==> config.mk <==
export PLATFORM = sky130hd
export DESIGN_NAME = bin2bcd_seq
export DESIGN_NICKNAME = d
export VERILOG_FILES = /design/src/rtl/bin2bcd_seq.sv
export SDC_FILE = /design/constraint.sdc
export NUM_CORES = 1
export LEC_CHECK = 0
export ABC_CLOCK_PERIOD_IN_PS = 3150
export BUFFER_PORTS_ARGS = -buffer_cell sky130_fd_sc_hd__clkbuf_2
export CAP_MARGIN = 40
export CORE_MARGIN = 2
export CORE_UTILIZATION = 55
export DETAILED_ROUTE_END_ITERATION = 8
export GPL_TIMING_DRIVEN = 0
export PLACE_DENSITY = 0.77
export SETUP_SLACK_MARGIN = 0.05
export SYNTH_ARGS = -nofsm -noshare
export SYNTH_HDL_FRONTEND = slang
export SYNTH_SLANG_ARGS = --single-unit
==> constraint.sdc <==
create_clock -name clk -period 3.15 [get_ports clk]
set_input_delay 0.4725 -clock clk [delete_from_list [all_inputs] [get_ports clk]]
set_output_delay 0.4725 -clock clk [all_outputs]
set_load 0.005 [all_outputs]
==> src/rtl/bin2bcd_seq.sv <==
// rtl/bin2bcd_seq.sv - sequential double-dabble binary-to-BCD converter, one bit per clock
// Optional leading-zero mask output enabled by defining BIN2BCD_BLANK_EN.
module bin2bcd_seq #(
  parameter int BIN_W  = 8,
  parameter int DIGITS = 3
) (
  input  logic                  clk,
  input  logic                  rst,
  input  logic                  start,
  input  logic [BIN_W-1:0]      bin_in,
  output logic                  busy,
  output logic                  done,
  output logic [4*DIGITS-1:0]   bcd_out
`ifdef BIN2BCD_BLANK_EN
  ,
  output logic [DIGITS-1:0]     blank
`endif
);

  localparam int CW = $clog2(BIN_W + 1);
  localparam int AW = 4 * DIGITS;

  // 10^DIGITS >= 2^BIN_W  <=>  DIGITS*log2(10) >= BIN_W, log2(10) scaled by 1e6
  if (BIN_W < 1 ||
      (longint'(DIGITS) * 64'sd3321928) < (longint'(BIN_W) * 64'sd1000000)) begin : g_bad_params
    $error("bin2bcd_seq: DIGITS too small for BIN_W, or BIN_W < 1");
  end

  typedef enum logic {IDLE, SHIFT} state_t;

  state_t           state_q;
  logic [BIN_W-1:0] sh_q;
  logic [AW-1:0]    acc_q;
  logic [AW-1:0]    acc_corr;
  logic [AW-1:0]    acc_d;
  logic [CW-1:0]    cnt_q;
  logic             busy_q;
  logic             done_q;
  logic [AW-1:0]    bcd_q;

  // Digits >= 5 become <= 12 after +3, so per-nibble arithmetic never carries.
  always_comb begin
    acc_corr = acc_q;
    for (int d = 0; d < DIGITS; d++) begin
      if (acc_q[4*d +: 4] >= 4'd5) begin
        acc_corr[4*d +: 4] = acc_q[4*d +: 4] + 4'd3;
      end
    end
    acc_d = {acc_corr[AW-2:0], sh_q[BIN_W-1]};
  end

`ifdef BIN2BCD_BLANK_EN
  logic [DIGITS-1:0] blank_q;
  logic [DIGITS-1:0] blank_d;
  logic              zero_above;

  // A digit blanks only when it and every higher digit are zero; ones digit never blanks.
  always_comb begin
    blank_d    = '0;
    zero_above = 1'b1;
    for (int i = DIGITS - 1; i >= 1; i--) begin
      zero_above = zero_above & (acc_d[4*i +: 4] == 4'd0);
      blank_d[i] = zero_above;
    end
  end

  assign blank = blank_q;
`endif

  always_ff @(posedge clk) begin
    if (rst) begin
      state_q <= IDLE;
      sh_q    <= '0;
      acc_q   <= '0;
      cnt_q   <= '0;
      busy_q  <= 1'b0;
      done_q  <= 1'b0;
      bcd_q   <= '0;
`ifdef BIN2BCD_BLANK_EN
      blank_q <= '0;
`endif
    end else begin
      done_q <= 1'b0;
      case (state_q)
        IDLE: begin
          if (start) begin
            sh_q    <= bin_in;
            acc_q   <= '0;
            cnt_q   <= CW'(BIN_W);
            busy_q  <= 1'b1;
            state_q <= SHIFT;
          end
        end
        SHIFT: begin
          acc_q <= acc_d;
          sh_q  <= sh_q << 1;
          cnt_q <= cnt_q - CW'(1);
          if (cnt_q == CW'(1)) begin
            bcd_q   <= acc_d;
`ifdef BIN2BCD_BLANK_EN
            blank_q <= blank_d;
`endif
            done_q  <= 1'b1;
            busy_q  <= 1'b0;
            state_q <= IDLE;
          end
        end
      endcase
    end
  end

  assign busy    = busy_q;
  assign done    = done_q;
  assign bcd_out = bcd_q;

endmodule

==> results of run 1 <==
flip-flops by register name, indices dropped and copies added (netlist names):
| signal | flops |
|---|---|
| bcd_out | 12 |
| sh_q | 8 |
| state_q | 1 |
| acc_q | 12 |
| cnt_q | 4 |
| busy | 1 |
| done | 1 |
critical path, stage by stage, from the launching register on:
cell	delay, ps
dfxtp_1	350
inv_1	100
ha_1	240
nand2b_1	100
a21oi_2	190
mux2_2	360
o2bb2ai_1	140
routing by layer:
layer  part of all wire  GRT usage  vias to the layer above
met2               0.52      0.394                       23
met4              0.021     0.0921                        0
met3              0.039     0.0597                        9
met1               0.42      0.242                      654
li1                   -          -                      717
met5                  0          0                        -
power by group:
part	leakage (nW)	switching, mW	internal [mW]
clock network	0.0293	0.157	0.0870
registers	0.317	0.00924	0.507
logic	0.449	0.0530	0.0371
worst paths after layout:
check             depth (start not counted)       start           to
hold reg to reg                           1  bcd_out[6]   bcd_out[6]
hold / removal                            3   bin_in[0]      sh_q[0]
setup / recovery                          6    acc_q[8]  bcd_out[10]
setup reg to reg                          6    acc_q[8]  bcd_out[10]
stage by stage:
step,area [um2],power [mW],util
after global routing,1970,0.890,0.651
after CTS,1970,0.856,0.651
after floorplan,1750,0.590,-
final,1970,0.850,0.651
after global placement,1920,0.613,0.635
after detailed placement,1920,0.618,0.635
cells in the mapped netlist, types with 2 or more instances:
| library cell | number | area share |
|---|---|---|
| inv_1 | 8 | 0.017 |
| a21oi_2 | 2 | 0.010 |
| dfxtp_1 | 39 | 0.45 |
| o2bb2ai_1 | 8 | 0.040 |
| o21ai_1 | 3 | 0.0086 |
| a22o_2 | 2 | 0.011 |
| nor3b_1 | 5 | 0.021 |
| xnor2_1 | 3 | 0.015 |
| o21ai_0 | 8 | 0.023 |
| a22o_1 | 2 | 0.010 |
| nand3_1 | 8 | 0.023 |
| a21oi_1 | 18 | 0.052 |
| nand2b_1 | 6 | 0.021 |
| buf_2 | 5 | 0.014 |
| mux2i_1 | 10 | 0.057 |
| nor3_1 | 8 | 0.023 |
| a32o_1 | 3 | 0.017 |
| nor2_1 | 21 | 0.045 |
| ha_1 | 8 | 0.057 |
| mux2_2 | 2 | 0.013 |
| buf_6 | 3 | 0.019 |
layout make-up:
| type | count | area (um2) |
|---|---|---|
| repair buffers | 24 | 120 |
| clock inverters | 1 | 5.00 |
| flip-flops and latches | 39 | 781 |
| fillers | 272 | 1060 |
| clock buffers | 7 | 45.0 |
| multi-input cells | 126 | 857 |
| inverters | 10 | 42.5 |
| well taps | 44 | 55.1 |
| plain buffers | 9 | 66.3 |
cells by family after synthesis:
group | share of synthesized area
flops | 0.447
fa+ha+maj | 0.0573
buf+inv | 0.0623
mux | 0.0702
simple gates | 0.156
compound gates | 0.192
xor+xnor | 0.0150
==> summary.md, run 1 <==
| Metric | Value |
|---|---|
| Min-delay worst type | `in -> reg` |
| I/O Buffers | `24` |
| Post-DP HPWL | `2.60 mm` |
| Setup Viol. Count Final | `0` |
| Hold slack | `437 ps` |
| Final hold vios | `0` |
| Worst Path Arrival | `1830 ps` |
| DIE HEIGHT | `60.4 um` |
| Fin crit share | `0.491` |
| Final Skew | `2.82 ps` |
| Area growth syn-to-layout | `12.9%` |
| Pre-CTS worst setup slack | `1650 ps` |
| Dominant synthesized flop cell | `dfxtp_1` |
| Core Rows | `20` |
| IO Count | `25` |
| DR WL/cell | `13.3 um` |
| Total Routed Length | `3.45 mm` |
| Slew @ Worst Pin | `521 ps` |
| Post-CTS Hold Buffers | `0` |
| Post-CTS setup repair buffer count | `0` |
| Number of flops mapped to enable cells by yosys | `0` |
| Die area | `0.00364 mm2` |
| Clk root buf | `clkbuf_4` |
| Crit path kind | `reg -> reg` |
| Clock Latency Late Sink | `350 ps` |
| CTS max path bufs | `2` |
| Most common cell after layout, fill and taps aside | `dfxtp_1` |
| Post-CTS sizing | `0` |
| Final std cells w/o fill | `260` |
| FF-to-FF setup slack | `1600 ps` |
| Pwr Density | `431 mW/mm2` |
| Worst path required time | `3430 ps` |
| Leak Pwr | `0.795 nW` |
| Sink Count | `39` |
| Drt pass-1 iters | `4` |
| Vias per cell | `5.40` |
| CP startpoint kind | `register` |
| # H-tree levels | `2` |
| Layout cells sized above 1 | `0.231` |
| Global-route wire length before repair | `5.97 mm` |
| Commonest cells after routing, fill and taps aside | `dfxtp_1, clkbuf_2, nor2_1` |
| Placed cells | `252` |
| Gr usage total | `0.219` |
| Vias in the first global route | `1445` |
| VDD IR-drop max | `0.000357 V` |
| Drt initial violations | `76` |
| Reg clk slew, reported paths | `110 ps` |
| Initial Util | `0.577` |
| Seq/Total Area, Yosys | `0.447` |
| Outcome | `completed` |
| Via count | `1403` |
| Die width | `60.4 um` |
| Cell Area, Synth | `0.00175 mm2` |
| Min cycle time layout | `1550 ps` |
| Total core area | `0.00303 mm2` |
| Critical Path Sink Type | `register` |
| DRC | `0` |
| Post-Syn Nets | `203` |
| Remaining Overflow, GRT | `0` |
| Number of max-cap violations | `0` |
| Num CTS Buffers | `5` |
| Asr flop ratio synth | `0` |
| Max Slew Vio Count | `0` |
| Fin nets | `234` |
| Fmax | `646 MHz` |
| Number of synthesized register bits | `39` |
| Worst relative slew slack | `0.651` |
| Initial antenna violation count | `0` |
| GP Congestion | `0.769` |
| Ys Warns | `0` |
| CTS tree | `done` |
| Crit-path max FO | `5` |
| Setup TNS | `0 ps` |
| Unique cell type count in the Yosys netlist | `33` |
| Avg Cell Area, Syn | `9.49 um2` |
| Post-route ant nets | `0` |
| PnR worst setup slack | `1600 ps` |
| Antenna cells | `0` |
| RSZ-0062 raised after global routing | `no` |
| Syn Inst Count | `184` |
| Largest net degree at the start of global routing | `12` |
Note: power is estimated with default switching activity, not from simulation.
==> run 2: changes to the inputs <==
ABC_CLOCK_PERIOD_IN_PS = 1400   (was 3150)
CORE_UTILIZATION = 50   (was 55)
PLACE_DENSITY = 0.74   (was 0.77)
clock period = 1.4 ns   (was 3.15 ns; I/O delays follow)
==> run 2 against run 1 <==
  * Final cell count rose by 6.2%
  * Via count rose by 8.5%
  * Die area rose by 9.3%
  * Total power rose to 2.6 times the previous value
  * Critical path depth rose by 1
  * Clock skew rose by 10 ps
==> summary.md, run 2 (synthesis results as in run 1) <==
| Metric | Value |
|---|---|
| Outcome | `completed` |
| CTS tree | `done` |
| Crit path kind | `reg -> reg` |
| Critical Path Sink Type | `register` |
| Crit-path max FO | `3` |
| Vias per cell | `5.51` |
| Die width | `63.1 um` |
| Most common cell after layout, fill and taps aside | `dfxtp_1` |
| Remaining Overflow, GRT | `0` |
| Final Skew | `12.9 ps` |
| Max Slew Vio Count | `0` |
| Metal2 WL | `2.15 mm` |
| Clock Latency Late Sink | `360 ps` |
| Worst Path Arrival | `1610 ps` |
| Fin nets | `248` |
| Worst path required time | `1630 ps` |
| Min cycle time layout | `1370 ps` |
| Reg clk slew, reported paths | `130 ps` |
| Drt initial violations | `80` |
| Area growth syn-to-layout | `36.5%` |
| Commonest cells after routing, fill and taps aside | `dfxtp_1, clkbuf_2, nor2_1` |
| Largest net degree at the start of global routing | `13` |
| Antenna cells | `0` |
| Gr usage total | `0.229` |
| DR WL/cell | `15.2 um` |
| Post-DP HPWL | `2.53 mm` |
| Initial Util | `0.523` |
| Setup Viol. Count Final | `0` |
| Clk root buf | `clkbuf_4` |
| Via count | `1522` |
| Min-delay worst type | `in -> reg` |
| Fill cells | `247` |
| # H-tree levels | `2` |
| Routed wl met3 | `189 um` |
| DIE HEIGHT | `63.1 um` |
| Initial antenna violation count | `0` |
| Total Routed Length | `4.20 mm` |
| Uppermost layer routed | `met4` |
| I/O Buffers | `24` |
| IO Count | `25` |
| Final hold vios | `0` |
| Pwr Density | `925 mW/mm2` |
| GP Congestion | `0.774` |
| Drt pass-1 iters | `4` |
| Fmax | `728 MHz` |
| Total core area | `0.00334 mm2` |
| Leak Pwr | `0.960 nW` |
| Sink Count | `39` |
| Final Util | `0.715` |
| Slew @ Worst Pin | `616 ps` |
| Post-CTS Hold Buffers | `0` |
| Post-route ant nets | `0` |
| DRC | `0` |
| Num CTS Buffers | `5` |
| Worst relative slew slack | `0.588` |
| Vias in the first global route | `1573` |
| Number of max-cap violations | `0` |
| RSZ-0062 raised after global routing | `yes` |
| Layout cells sized above 1 | `0.448` |
| CP startpoint kind | `register` |
| Die area | `0.00398 mm2` |
| VDD IR-drop max | `0.000703 V` |
| WL met1 | `1.78 mm` |
| Fin crit share | `0.981` |
| Core Rows | `21` |
| Hold slack | `159 ps` |
| Global-route wire length before repair | `7.12 mm` |
| CTS max path bufs | `2` |
[run 2: cell count changes in the layout (fill, tap and decap cells not counted), sizes merged]
cell | previous run | this run
bufinv | 0 | 1
buf | 9 | 22
[run 2: path summary, 6_finish.rpt]
kind	start	endpoint	slack, ps	depth (start not counted)
hold / removal	bin_in[0]	sh_q[0]	160	3
hold reg to reg	bcd_out[8]	bcd_out[8]	480	1
setup / recovery	acc_q[5]	acc_q[8]	30	7
setup reg to reg	acc_q[5]	acc_q[8]	30	7
[run 2: per-layer routing]
metal,vias to the layer above,global-route usage
met5,-,0
met4,0,0.0667
met3,11,0.0643
met2,36,0.422
met1,732,0.255
li1,743,-
[run 2: area by class of cell]
type / count / area (um2) / area share
repair buffers: 38 / 220 / 0.0923
clock buffers: 6 / 51.3 / 0.0215
plain buffers: 9 / 72.6 / 0.0304
well taps: 46 / 57.6 / 0.0241
multi-input cells: 126 / 1100 / 0.461
inverters: 10 / 52.6 / 0.0220
flip-flops and latches: 39 / 796 / 0.334
clock inverters: 2 / 35.0 / 0.0147
[run 2: metrics by stage]
stage	total power [mW]	TNS, ps	instance area [um2]	std cells	setup WS (ps)
final	2.21	0	2380	276	26.0
after global routing	2.30	-77.0	2380	276	-21.9
after CTS	2.20	0	2300	275	17.5
after detailed placement	1.39	-624	1930	254	-102
after global placement	1.38	-119	1930	254	-49.4
after floorplan	1.33	0	1750	184	54.4
[run 2: critical path: stages (launching register included)]
cell	delay, ps
dfxtp_2	380
inv_4	60
ha_4	140
nand2b_4	150
buf_4	130
nor3b_2	150
a21oi_2	140
o21ai_0	100
[run 2: timing repair]
action,in CTS,in global routing
setup buffers,12,0
resized for setup,46,14
endpoints found under the setup margin,18,21
pin swaps,16,6
gates cloned,1,1
[run 2: where the power goes]
group          total, mW  switching, mW  internal [mW]  leakage [nW]
combinational      0.238          0.137          0.102         0.591
sequential          1.16         0.0256           1.14         0.321
clock              0.804          0.382          0.422        0.0482
total               2.21          0.544           1.66         0.960
==> run 3: changes to the inputs <==
CELL_PAD_IN_SITES_DETAIL_PLACEMENT = 1   (was unset)
CELL_PAD_IN_SITES_GLOBAL_PLACEMENT = 1   (was unset)
CORE_ASPECT_RATIO = 1.75   (was unset)
CORE_UTILIZATION = 38   (was 50)
PLACE_DENSITY = unset   (was 0.74)
PLACE_DENSITY_LB_ADDON = 0.1   (was unset)
==> run 3 against run 2 <==
  * The run now ends with setup timing left
  * Sequential power about the same
  * Via count up 1.6%
  * Flip-flop and latch count unchanged
  * Global-route usage down 2.9 points
  * Die area up 30%
  * Final cell count up 2.2%
==> summary.md, run 3 (synthesis results as in run 1) <==
| Metric | Value |
|---|---|
| Commonest cells after routing, fill and taps aside | `dfxtp_1, clkbuf_2, nor2_1` |
| Core Rows | `32` |
| Hold Path Sink | `sh_q[0]` |
| GP Congestion | `0.759` |
| WL met1 | `1.84 mm` |
| Final std cells w/o fill | `282` |
| Failing checks | `setup timing` |
| Layout cells sized above 1 | `0.481` |
| Leak Pwr | `1.00 nW` |
| Vias in the first global route | `1714` |
| R2r endpoint | `bcd_out[1]` |
| Outcome | `complete, but fails checks` |
| CP startpoint kind | `register` |
| I/O Buffers | `24` |
| Final hold vios | `0` |
| PnR worst setup slack | `-38.3 ps` |
| CTS tree | `done` |
| Reg clk slew, reported paths | `80 ps` |
| Slew @ Worst Pin | `555 ps` |
| RR Startpoint | `cnt_q[1]` |
| FF-to-FF setup slack | `-40 ps` |
| Drt pass-1 iters | `4` |
| RSZ-0062 raised after global routing | `yes` |
| Overall Power | `2.56 mW` |
| Min cycle time layout | `1440 ps` |
| Total Routed Length | `5.07 mm` |
| Critical Path Sink Type | `register` |
| Metal2 WL | `2.94 mm` |
| Die width | `55.3 um` |
| R2R cell count | `8` |
| IO Count | `25` |
| Post-route ant nets | `0` |
| Fin nets | `249` |
| Final Skew | `6.13 ps` |
| Sink Count | `39` |
| Initial antenna violation count | `0` |
| Total core area | `0.00440 mm2` |
| Pre-CTS worst setup slack | `-162 ps` |
| Min-delay worst type | `in -> reg` |
| Pwr Density | `1030 mW/mm2` |
| Most common cell after layout, fill and taps aside | `dfxtp_1` |
| Worst path required time | `1600 ps` |
| Fmax | `695 MHz` |
| Drt initial violations | `32` |
| VDD IR-drop max | `0.000891 V` |
| Setup Viol. Count Final | `6` |
| Area of the multi-input gates | `0.00112 mm2` |
| Setup TNS | `-105 ps` |
| Via count | `1546` |
| Fill cells | `495` |
| DR WL/cell | `18.0 um` |
| CTS max path bufs | `2` |
| Remaining Overflow, GRT | `0` |
| Vias per cell | `5.48` |
| Worst Path Arrival | `1640 ps` |
| Fin crit share | `1.03` |
| Uppermost layer routed | `met4` |
| Number of max-cap violations | `0` |
| Gr usage total | `0.200` |
| Num CTS Buffers | `5` |
| DIE HEIGHT | `93.7 um` |
| Post-DP HPWL | `3.26 mm` |
| Max Slew Vio Count | `0` |
| # H-tree levels | `2` |
| Global-route wire length before repair | `8.14 mm` |
| DRC | `0` |
| Largest net degree at the start of global routing | `14` |
| Routed wl met3 | `124 um` |
| Hold slack | `221 ps` |
| Crit path kind | `reg -> reg` |
| Storage element area | `798 um2` |
| Clock Latency Late Sink | `300 ps` |
| Die area | `0.00518 mm2` |
| Area growth syn-to-layout | `41.8%` |
| Worst relative slew slack | `0.628` |
| Hold Path Stages | `3` |
| Start point of the worst hold path | `bin_in[0]` |
| Initial Util | `0.397` |
| Antenna cells | `0` |
| Crit-path max FO | `5` |
| Clk root buf | `clkbuf_8` |
| Placed cells | `259` |
[run 3: changes by cell type in the layout (fill, tap and decap cells not counted), sizes merged]
cell / delta
inv: +1
buf: +2
clkinvlp: +1
clkbuf: -2
bufinv: +1
clkinv: -2
[run 3: layout make-up]
cell class                      count  area share
Clock inverter                      3      0.0273
Sequential cell                    39       0.322
Clock buffer                        5      0.0278
Buffer                              9      0.0293
Tap cell                           51      0.0258
Inverter                           10      0.0212
Timing Repair Buffer               39      0.0944
Multi-Input combinational cell    126       0.452
[run 3: power by group]
| part | leakage (nW) | total, mW | switching [mW] | internal (mW) |
|---|---|---|---|---|
| logic | 0.614 | 0.255 | 0.147 | 0.108 |
| clock network | 0.0644 | 1.14 | 0.428 | 0.711 |
| registers | 0.321 | 1.16 | 0.0277 | 1.14 |
[run 3: what timing repair did]
action,in CTS,in global routing
resized for setup,45,26
pin swaps,11,11
cloned,1,1
hold buffers,0,0
buffers inserted,9,4
endpoints found under the setup margin,20,20
[run 3: critical path: stages (launching register included)]
cell and delay [ps]:
dfxtp_2 350, inv_2 60, ha_4 160, nand2_4 70, nor3_4 50, nand2b_1 180
buf_6 200, inv_8 40, a22o_2 220
[run 3: worst max-delay path by stage]
| stage | slack (ps) | cells after the start | endpoint | from |
|---|---|---|---|---|
| 2_1_floorplan | 50 | 6 | bcd_out[6] | acc_q[5] |
| 3_3_place_gp | -60 | 6 | bcd_out[2] | cnt_q[0] |
| 4_1_cts | 2 | 6 | bcd_out[1] | acc_q[1] |
| 6_report | -40 | 8 | bcd_out[1] | cnt_q[1] |
| 5_1_grt | -80 | 4 | acc_q[8] | acc_q[6] |
| 3_5_place_dp | -160 | 6 | bcd_out[1] | acc_q[0] |
[run 3: per-stage QoR]
stage               utilization  instance area (um2)
floorplan                     -                 1750
detailed placement        0.440                 1940
CTS                       0.529                 2330
global placement          0.440                 1940
global route              0.563                 2480
finish                    0.563                 2480
[run 3: layer usage]
| metal | global-route usage | vias to the layer above |
|---|---|---|
| met2 | 0.396 | 35 |
| li1 | - | 744 |
| met4 | 0.0894 | 0 |
| met1 | 0.199 | 754 |
| met3 | 0.0303 | 13 |
| met5 | 0 | - |
